### src/rtl/uart_cmd_decoder_pkg.sv
`default_nettype none
// ============================================================================
// Module      : uart_cmd_decoder_pkg
// Description : Shared definitions for the UART command decoder: parser
//               states, command opcodes, default frame marker and the frame
//               checksum helper.
// Revision    : 1.0 - initial release
// ============================================================================
package uart_cmd_decoder_pkg;

  // Parser states. Byte order inside a frame is SYNC, CMD, DHI, DLO, CSUM.
  typedef enum logic [2:0] {
    ST_IDLE = 3'd0,
    ST_CMD  = 3'd1,
    ST_DHI  = 3'd2,
    ST_DLO  = 3'd3,
    ST_CSUM = 3'd4,
    ST_EXEC = 3'd5
  } state_t;

  // Command opcodes carried in CMD[7:6]; 2'b11 is reserved.
  localparam logic [1:0] OP_WR     = 2'b00;
  localparam logic [1:0] OP_ARM    = 2'b01;
  localparam logic [1:0] OP_DISARM = 2'b10;

  // Default frame start marker.
  localparam logic [7:0] SYNC_BYTE_DEFAULT = 8'hA5;

  // Frame checksum: XOR of the three payload bytes.
  function automatic logic [7:0] calc_csum(input logic [7:0] cmd,
                                           input logic [7:0] dhi,
                                           input logic [7:0] dlo);
    return cmd ^ dhi ^ dlo;
  endfunction

endpackage : uart_cmd_decoder_pkg
`default_nettype wire

### src/rtl/uart_idle_timer.sv
`default_nettype none
// ============================================================================
// Module      : uart_idle_timer
// Description : Inter-byte idle timer. Counts clock cycles while 'run' is
//               high, restarts from zero on 'clear', and flags 'expired' in
//               the cycle where the count has reached TIMEOUT_CYC-1.
// Ports       : clk     - system clock
//               rst     - asynchronous active-low reset
//               clear   - restart the count (a byte was received)
//               run     - count enable (parser is inside a frame)
//               expired - idle limit reached this cycle
// Revision    : 1.0 - initial release
// ============================================================================
module uart_idle_timer #(
  parameter int unsigned TIMEOUT_CYC = 48000
) (
  input  logic clk,
  input  logic rst,
  input  logic clear,
  input  logic run,
  output logic expired
);

  localparam int unsigned CW = (TIMEOUT_CYC > 1) ? $clog2(TIMEOUT_CYC) : 1;
  localparam logic [CW-1:0] c_last = CW'(TIMEOUT_CYC - 1);

  logic [CW-1:0] r_cnt;

  always_ff @(posedge clk or negedge rst) begin
    if (!rst) begin
      r_cnt <= '0;
    end else if (clear || !run) begin
      // Held at zero outside a frame so every frame starts a fresh window.
      r_cnt <= '0;
    end else if (r_cnt != c_last) begin
      r_cnt <= r_cnt + CW'(1);
    end
  end

  // A byte arriving in the same cycle wins over the timeout.
  assign expired = run && !clear && (r_cnt == c_last);

endmodule : uart_idle_timer
`default_nettype wire

### src/rtl/uart_cmd_decoder.sv
`default_nettype none
// ============================================================================
// Module      : uart_cmd_decoder
// Description : Parses 5-byte command frames (SYNC, CMD, DHI, DLO, CSUM)
//               from a UART receiver and turns them into register writes or
//               capture arm/disarm actions. Bad frames bump a saturating
//               error counter.
// Ports       : clk       - system clock, rising edge
//               rst       - asynchronous active-low reset
//               rx_stb    - one-cycle strobe, rx_dat/rx_err valid
//               rx_dat    - received byte
//               rx_err    - framing error on the strobed byte
//               fifo_full - capture FIFO full, forces armed low
//               reg_we    - one-cycle register write strobe
//               reg_addr  - register address (holds between writes)
//               reg_wdat  - register write data (holds between writes)
//               armed     - capture enable level
//               err_cnt   - saturating rejected-frame count
//               busy      - parser is not idle
// Revision    : 1.0 - initial release
// ============================================================================
module uart_cmd_decoder
  import uart_cmd_decoder_pkg::*;
#(
  parameter logic [7:0]  SYNC_BYTE   = SYNC_BYTE_DEFAULT,
  parameter int unsigned TIMEOUT_CYC = 48000
) (
  input  logic        clk,
  input  logic        rst,
  input  logic        rx_stb,
  input  logic [7:0]  rx_dat,
  input  logic        rx_err,
  input  logic        fifo_full,
  output logic        reg_we,
  output logic [5:0]  reg_addr,
  output logic [15:0] reg_wdat,
  output logic        armed,
  output logic [7:0]  err_cnt,
  output logic        busy
);

  state_t      r_state;
  state_t      w_state_nxt;
  logic [7:0]  r_cmd;
  logic [7:0]  r_dhi;
  logic [7:0]  r_dlo;
  logic        r_reg_we;
  logic [5:0]  r_reg_addr;
  logic [15:0] r_reg_wdat;
  logic        r_armed;
  logic [7:0]  r_err_cnt;

  logic        w_run;
  logic        w_expired;
  logic        w_csum_ok;
  logic [1:0]  w_op;
  logic        w_err;
  logic        w_latch_cmd;
  logic        w_latch_dhi;
  logic        w_latch_dlo;
  logic        w_issue_wr;
  logic        w_do_arm;
  logic        w_do_disarm;

  assign w_run     = (r_state != ST_IDLE);
  assign w_op      = r_cmd[7:6];
  assign w_csum_ok = (calc_csum(r_cmd, r_dhi, r_dlo) == rx_dat);

  uart_idle_timer #(
    .TIMEOUT_CYC (TIMEOUT_CYC)
  ) u_idle_timer (
    .clk     (clk),
    .rst     (rst),
    .clear   (rx_stb),
    .run     (w_run),
    .expired (w_expired)
  );

  // --------------------------------------------------------------------------
  // Parser state register
  // --------------------------------------------------------------------------
  always_ff @(posedge clk or negedge rst) begin
    if (!rst) begin
      r_state <= ST_IDLE;
    end else begin
      r_state <= w_state_nxt;
    end
  end

  // --------------------------------------------------------------------------
  // Next state and per-cycle actions
  // --------------------------------------------------------------------------
  always_comb begin
    w_state_nxt = r_state;
    w_err       = 1'b0;
    w_latch_cmd = 1'b0;
    w_latch_dhi = 1'b0;
    w_latch_dlo = 1'b0;
    w_issue_wr  = 1'b0;
    w_do_arm    = 1'b0;
    w_do_disarm = 1'b0;

    unique case (r_state)
      ST_IDLE: begin
        // Errored bytes are dropped here; only a clean marker opens a frame.
        if (rx_stb && !rx_err && (rx_dat == SYNC_BYTE)) begin
          w_state_nxt = ST_CMD;
        end
      end

      ST_CMD, ST_DHI, ST_DLO: begin
        if (rx_stb) begin
          if (rx_err) begin
            w_err       = 1'b1;
            w_state_nxt = ST_IDLE;
          end else begin
            // Any byte value, including SYNC_BYTE, is payload here.
            w_latch_cmd = (r_state == ST_CMD);
            w_latch_dhi = (r_state == ST_DHI);
            w_latch_dlo = (r_state == ST_DLO);
            unique case (r_state)
              ST_CMD:  w_state_nxt = ST_DHI;
              ST_DHI:  w_state_nxt = ST_DLO;
              default: w_state_nxt = ST_CSUM;
            endcase
          end
        end else if (w_expired) begin
          w_err       = 1'b1;
          w_state_nxt = ST_IDLE;
        end
      end

      ST_CSUM: begin
        if (rx_stb) begin
          if (!rx_err && w_csum_ok) begin
            w_state_nxt = ST_EXEC;
            // Write outputs are registered on this edge so reg_we is high
            // for exactly the EXEC cycle.
            w_issue_wr  = (w_op == OP_WR);
          end else begin
            w_err       = 1'b1;
            w_state_nxt = ST_IDLE;
          end
        end else if (w_expired) begin
          w_err       = 1'b1;
          w_state_nxt = ST_IDLE;
        end
      end

      ST_EXEC: begin
        w_state_nxt = ST_IDLE;
        w_do_arm    = (w_op == OP_ARM);
        w_do_disarm = (w_op == OP_DISARM);
        // Reserved opcode and a framing error during EXEC share one count.
        w_err       = (w_op == 2'b11) || (rx_stb && rx_err) || w_expired;
      end

      default: begin
        w_state_nxt = ST_IDLE;
      end
    endcase
  end

  // --------------------------------------------------------------------------
  // Payload capture
  // --------------------------------------------------------------------------
  always_ff @(posedge clk or negedge rst) begin
    if (!rst) begin
      r_cmd <= '0;
      r_dhi <= '0;
      r_dlo <= '0;
    end else begin
      if (w_latch_cmd) r_cmd <= rx_dat;
      if (w_latch_dhi) r_dhi <= rx_dat;
      if (w_latch_dlo) r_dlo <= rx_dat;
    end
  end

  // --------------------------------------------------------------------------
  // Register write port; address and data hold between writes
  // --------------------------------------------------------------------------
  always_ff @(posedge clk or negedge rst) begin
    if (!rst) begin
      r_reg_we   <= 1'b0;
      r_reg_addr <= '0;
      r_reg_wdat <= '0;
    end else begin
      r_reg_we <= w_issue_wr;
      if (w_issue_wr) begin
        r_reg_addr <= r_cmd[5:0];
        r_reg_wdat <= {r_dhi, r_dlo};
      end
    end
  end

  // --------------------------------------------------------------------------
  // Capture enable; a full FIFO overrides an arm command on the same edge
  // --------------------------------------------------------------------------
  always_ff @(posedge clk or negedge rst) begin
    if (!rst) begin
      r_armed <= 1'b0;
    end else if (fifo_full) begin
      r_armed <= 1'b0;
    end else if (w_do_arm) begin
      r_armed <= 1'b1;
    end else if (w_do_disarm) begin
      r_armed <= 1'b0;
    end
  end

  // --------------------------------------------------------------------------
  // Saturating rejected-frame counter
  // --------------------------------------------------------------------------
  always_ff @(posedge clk or negedge rst) begin
    if (!rst) begin
      r_err_cnt <= '0;
    end else if (w_err && (r_err_cnt != 8'hFF)) begin
      r_err_cnt <= r_err_cnt + 8'd1;
    end
  end

  assign reg_we   = r_reg_we;
  assign reg_addr = r_reg_addr;
  assign reg_wdat = r_reg_wdat;
  assign armed    = r_armed;
  assign err_cnt  = r_err_cnt;
  assign busy     = (r_state != ST_IDLE);

endmodule : uart_cmd_decoder
`default_nettype wire

### config.mk
export PLATFORM = sky130hd
export DESIGN_NAME = uart_cmd_decoder
export DESIGN_NICKNAME = d
export VERILOG_FILES = /design/src/rtl/uart_cmd_decoder_pkg.sv /design/src/rtl/uart_idle_timer.sv /design/src/rtl/uart_cmd_decoder.sv
export SDC_FILE = /design/constraint.sdc
export NUM_CORES = 1
export LEC_CHECK = 0
export ABC_AREA = 1
export CORE_ASPECT_RATIO = 0.7
export CORE_UTILIZATION = 40
export DETAILED_ROUTE_END_ITERATION = 6
export PLACE_DENSITY_LB_ADDON = 0.25
export SYNTH_ARGS = -nofsm -noshare
export SYNTH_HDL_FRONTEND = slang
export SYNTH_SLANG_ARGS = --single-unit
### constraint.sdc
create_clock -name clk -period 2.2 [get_ports clk]
set_input_delay 0.22 -clock clk [delete_from_list [all_inputs] [get_ports clk]]
set_output_delay 0.22 -clock clk [all_outputs]
set_load 0.005 [all_outputs]
==> results_dict.tcl, run 1 <==
set metrics [dict create \
    post_drt_via_cell_ratio 4.83 \
    cts-root-buf "clkbuf_16" \
    post-route-cell-area_um2 4820 \
    max_slew.worst_pin.slew_ps 562 \
    cts.htree.levels 3 \
    crit_path_start "u_idle_timer.r_cnt[1]" \
    dp.final_hpwl_um 6080 \
    placement_rows 29 \
    cts_tree "yes" \
    remaining_global_route_overflow 0 \
    setup_total_negative_slack_ps 0 \
    finalWirelength_um 8460 \
    largest_net_degree_at_the_start_of_global_routing 45 \
    final_setup_fails 0 \
    cts_sinks 75 \
    syn-instance-count 483 \
    holdCritStartpoint "fifo_full" \
    layout_worst_path_cycle_share_pct 88.0 \
    cp_max_fo 11 \
    worstHoldPathType "input port to flop" \
    antenna_violations_before_repair 0 \
    final_report_max_slew_violation_count 0 \
    antennaDiodeCount 0 \
    startpoint_type "flop" \
    max_cap_viol_count 0 \
    cts.clk_slew.worst_paths_ps 60 \
    clock_skews_ps 6.31 \
    vias_after_detailed_routing 3254 \
    setup.worst_path.end_class "flop" \
    fillerInstances 870 \
    syn-cell-area_um2 3810 \
    drt.antenna.violating_nets 0 \
    required_time_of_the_critical_path_ps 2430 \
    placement.io_buffers 45 \
    ios 46 \
    post_dp_cell_area_um2 4450 \
    cellLeakagePower_nw 2.22 \
    grt_setup_unrepaired "no" \
    vdd.ir_drop.worst_v 0.000447 \
    initial_utilization_pct 41.7 \
    synthToLayoutAreaGrowth_pct 26.5 \
    syn_nets 498 \
    grt.total_usage_pct 18.5 \
    coreArea_um2 9140 \
    synth.ff_latch_count 75 \
    run_status "completed" \
    syn_area_per_cell_um2 7.89 \
    synth-seq-area-share_pct 49.2 \
    global_route_wire_length_before_repair_um 14300 \
    yosys.cell_types.count 35 \
    finalWeightedCongestion 0.870 \
    slew-limit-headroom_pct 62.5 \
    max_clk_rate_mhz 516 \
    fp.dieArea_um2 9930 \
    die_height_um 83.7 \
    number_of_optimization_iterations_in_the_first_detailed_route_pass 5 \
    power_density_nw_per_um2 713 \
    grt_pass1_vias 3002 \
    synth_top_cells_by_area "dfrtp_1, nand2_1, nand3_1" \
    post-synth-top-area-cell "dfrtp_1" \
    clock_latency_of_the_later_clocked_register_in_the_worst_skew_pair_ps 340 \
    period_needed_ps 1940 \
    drc 0 \
    die_width_um 119 \
    layout_cells_sized_above_1_pct 10.4 \
    yosys_top_cell_area_share_pct 49.2 \
    clk_path_buf_depth 2 \
    numCtsBuffers 9 \
    post_drt_wl_per_cell_um 12.5 \
    reg2reg_from "u_idle_timer.r_cnt[1]" \
    hold_viol 0 \
    finish.net_count 560 \
    arrival_ps 2160 \
    setup.worst_path.class "flop to flop" \
    post_cts_resized 0 \
    detailedRoute.firstIterationViolations 194 \
    ys_warn_count 0 \
]
## per-layer routing
layer | track usage [%] | vias to the layer above | part of all wire (%)
li1 | - | 1676 | -
met1 | 26.2 | 1488 | 51
met2 | 26.7 | 80 | 42
met3 | 5.26 | 10 | 5.1
met4 | 7.25 | 0 | 1.4
met5 | 0 | - | 0
## cells by family after synthesis
kind of cell    after synthesis  share of synthesized area, %
compound gates               66                          10.0
xor+xnor                      8                          1.84
fa+ha+maj                     2                         0.656
buf+inv                      72                          8.17
flops                        75                          49.2
simple gates                260                          30.1
## layout make-up
class / instances / area (um^2) / area share (%)
Clock buffer: 9 / 225 / 4.67
Inverter: 63 / 236 / 4.90
Sequential cell: 75 / 1880 / 38.9
Timing Repair Buffer: 60 / 588 / 12.2
Clock inverter: 7 / 116 / 2.41
Tap cell: 124 / 155 / 3.22
Multi-Input combinational cell: 336 / 1620 / 33.7
## metrics by stage
step | util (%) | setup WS, ps | std cells | power (mW) | hold WS, ps
6_report | 52.7 | 263 | 674 | 3.44 | 416
3_3_place_gp | 48.7 | 105 | 656 | 1.79 | 260
4_1_cts | 52.5 | 105 | 673 | 3.49 | 409
5_1_grt | 52.7 | 36.1 | 674 | 3.59 | 421
3_5_place_dp | 48.7 | 83.1 | 656 | 1.79 | 256
2_1_floorplan | - | 475 | 483 | 1.66 | -75.6
## worst paths after layout
kind | to | slack (ps) | cells past startpoint
worst max-delay path | err_cnt[5] | 260 | 13
worst min-delay path | armed | 420 | 2
worst max register to register | err_cnt[5] | 260 | 13
worst min register to register | reg_wdat[1] | 480 | 2
max in group asynchronous | reg_wdat[14] | 1170 | 3
min in group asynchronous | r_dhi[2] | 440 | 2
## timing repair
item / in CTS / in global routing
endpoints found under the hold margin: 41 / 0
buffers inserted: 0 / 1
hold buffers: 1 / 0
setup endpoints to repair: 0 / 5
## power by group
group          total [mW]  switching (mW)  internal, mW
clock network        1.67           0.565          1.10
logic               0.308           0.188         0.121
registers            1.46          0.0454          1.42
## worst max-delay path: stages (launching register included)
cell	delay, ps
dfrtp_1	380
ha_1	200
nand3_1	130
nor2_2	160
inv_1	80
nor2_2	110
nand2_1	80
nor2_1	170
o21ai_0	120
nand2_2	110
buf_12	120
nand2_1	50
nand2_1	60
nand2_1	40
## state kept, by name, indices dropped and copies added, names as in the netlist
| register | count |
|---|---|
| u_idle_timer.r_cnt | 16 |
| armed | 1 |
| reg_addr | 6 |
| r_state | 3 |
| reg_we | 1 |
| reg_wdat | 16 |
| r_cmd | 8 |
| err_cnt | 8 |
| r_dlo | 8 |
| r_dhi | 8 |
## cells in the mapped netlist
master	count
inv_2	4
nand4_1	4
nand2_2	5
nor2_1	26
nand4_4	1
dfrtp_1	75
nor3b_1	1
nor4_1	4
xnor2_1	1
nor2_2	3
o211a_1	1
nand3_4	1
a21oi_1	4
o21ai_2	8
nor4_2	2
o21ai_0	33
buf_6	5
o221a_2	1
a22oi_1	1
or2_0	1
xor2_1	7
a31oi_1	2
o22ai_1	1
o21ai_1	13
clkbuf_1	3
or2_2	1
inv_1	58
buf_4	1
nand2_1	155
clkinv_1	1
o31ai_1	2
and3_1	2
nand3_1	47
ha_1	2
nor3_1	7
## cell usage in the layout (no fill, tap or decap), types with 2 or more instances in the layout
| cell type | count |
|---|---|
| nand4_1 | 4 |
| o21ai_2 | 8 |
| ha_1 | 2 |
| xor2_1 | 7 |
| clkbuf_16 | 9 |
| and3_1 | 2 |
| nand3_1 | 47 |
| nor3_1 | 7 |
| buf_12 | 2 |
| a31oi_1 | 2 |
| a21oi_1 | 4 |
| inv_2 | 4 |
| o21ai_0 | 33 |
| nand2_2 | 5 |
| o31ai_1 | 2 |
| bufinv_16 | 3 |
| dfrtp_1 | 75 |
| clkinv_2 | 2 |
| buf_4 | 13 |
| nand2_1 | 155 |
| o21ai_1 | 13 |
| clkdlybuf4s50_1 | 44 |
| nor2_2 | 3 |
| nor4_2 | 2 |
| inv_1 | 58 |
| nor2_1 | 26 |
| nor4_1 | 4 |
(Power assumes the default switching activity.)
==> inputs of run 2 (changes only) <==
--- a/config.mk
+++ b/config.mk
@@ -7,7 +7,8 @@
 export LEC_CHECK = 0
 export ABC_AREA = 1
 export CORE_ASPECT_RATIO = 0.7
-export CORE_UTILIZATION = 40
+export CORE_MARGIN = 8
+export CORE_UTILIZATION = 45
 export DETAILED_ROUTE_END_ITERATION = 6
 export PLACE_DENSITY_LB_ADDON = 0.25
 export SYNTH_ARGS = -nofsm -noshare
==> results_dict.tcl, run 2 (synthesized netlist as in run 1, its figures left out) <==
set metrics [dict create \
    dp.final_hpwl_um 6280 \
    coreArea_um2 8340 \
    placement_rows 28 \
    layout_worst_path_cycle_share_pct 88.2 \
    layout_cells_sized_above_1_pct 10.5 \
    grt.total_usage_pct 15.9 \
    grt_pass1_vias 3265 \
    clock_skews_ps 3.88 \
    cts.htree.levels 3 \
    max_slew.worst_pin.slew_ps 410 \
    die_height_um 93.0 \
    fp.dieArea_um2 11700 \
    hold_viol 0 \
    grt_setup_unrepaired "no" \
    cp_max_fo 12 \
    mostFrequentLayoutCell "nand2_1" \
    clock_latency_of_the_later_clocked_register_in_the_worst_skew_pair_ps 330 \
    post_drt_via_cell_ratio 5.10 \
    power_density_nw_per_um2 717 \
    detailedRoute.firstIterationViolations 317 \
    post_drt_wl_per_cell_um 13.4 \
    most-common-layout-cells "nand2_1, dfrtp_1, inv_1" \
    remaining_global_route_overflow 0 \
    clk_path_buf_depth 2 \
    cp_slowest_cell "dfrtp_1" \
    timing.critical_path.slowest_cell_delay_ps 440 \
    antenna_violations_before_repair 0 \
    worstPathCellList "nor2_1 -> inv_1 -> nor2_2 -> inv_2 -> nand2_2 -> nor2_1 -> o21ai_0 -> nand2_4 -> nand2_2 -> nand2_1 -> nand2_1" \
    drc 0 \
    antennaDiodeCount 0 \
    post-cts-setup-buffers 0 \
    vdd.ir_drop.worst_v 0.000301 \
    startpoint_type "flop" \
    largest_net_degree_at_the_start_of_global_routing 76 \
    cellLeakagePower_nw 2.22 \
    final_report_max_slew_violation_count 0 \
    finalWirelength_um 8810 \
    synthToLayoutAreaGrowth_pct 26.1 \
    required_time_of_the_critical_path_ps 2470 \
    initial_utilization_pct 45.7 \
    setup_total_negative_slack_ps 0 \
    numCtsBuffers 9 \
    arrival_ps 2210 \
    global_route_wire_length_before_repair_um 15200 \
    max_clk_rate_mhz 515 \
    regArea_um2 1880 \
    drt.antenna.violating_nets 0 \
    vias_after_detailed_routing 3340 \
    die_width_um 126 \
    ios 46 \
    cts_sinks 75 \
    period_needed_ps 1940 \
    max_cap_viol_count 0 \
    setup.worst_path.class "flop to flop" \
    fillerInstances 772 \
    worstHoldPathType "input port to async pin" \
    number_of_optimization_iterations_in_the_first_detailed_route_pass 4 \
    placement.io_buffers 45 \
    finalWeightedCongestion 0.862 \
    setup.worst_path.end_class "flop" \
    cts_tree "yes" \
    slew-limit-headroom_pct 72.4 \
    cts-root-buf "clkbuf_16" \
    finish.net_count 560 \
    cts.clk_slew.worst_paths_ps 60 \
    final_setup_fails 0 \
    p_total_mw 3.45 \
    run_status "completed" \
    multi_input_combinational_cell_area_um2 1630 \
]
[run 2: cell counts in the layout (fill, tap and decap cells not counted)]
Identical to the previous run, type by type.
[run 2: area by class of cell]
cell class	count	area share [%]
clock buffer	9	4.69
clock inverter	7	2.42
inverter	63	4.92
multi-input combinational	336	33.9
sequential	75	39.1
tap	105	2.73
timing repair buffer	60	12.2
[run 2: through the flow]
step / worst slack, ps / hold slack [ps] / utilization, % / area, um^2 / cells
after floorplan: 475 / -75.6 / - / 3810 / 483
after global placement: 142 / 267 / 53.3 / 4450 / 638
after detailed placement: 108 / 272 / 53.3 / 4450 / 638
after CTS: 224 / 420 / 57.5 / 4800 / 655
after global routing: 11.4 / 435 / 57.6 / 4810 / 655
final: 260 / 419 / 57.6 / 4810 / 655
[run 2: layer usage]
metal	GRT usage, %	vias up	part of all wire, %
li1	-	1683	-
met1	21.0	1565	49
met2	24.6	78	43
met3	4.72	14	6.0
met4	5.78	0	1.4
met5	0	-	0
[run 2: timing repair]
action	CTS	global route
hold buffers	1	0
resized for setup	0	2
endpoints found under the hold margin	75	0
endpoints found under the setup margin	0	5
[run 2: worst max-delay path, delay by kind of cell (launching register included)]
kind,cells,cell delay [ps]
buffers and inverters,2,150
AO/OA/AOI/OAI,1,320
flip-flops,1,440
AND/OR/NAND/NOR,8,970
[run 2: worst paths after layout]
check | startpoint | slack [ps] | end | cells past startpoint
worst max-delay path | r_state[1] | 260 | err_cnt[1] | 11
worst min-delay path | rst | 420 | u_idle_timer.r_cnt[3] | 3
worst max register to register | r_state[1] | 260 | err_cnt[1] | 11
worst min register to register | reg_wdat[8] | 480 | reg_wdat[8] | 2
max in group asynchronous | rst | 1420 | u_idle_timer.r_cnt[10] | 3
min in group clk | fifo_full | 430 | armed | 2
[run 2: report_power, final]
group          internal (mW)  leakage [nW]  switching [mW]  total, mW
clock network           1.11         0.165           0.573       1.68
registers               1.42          1.04          0.0428       1.46
logic                  0.121          1.01           0.187      0.309
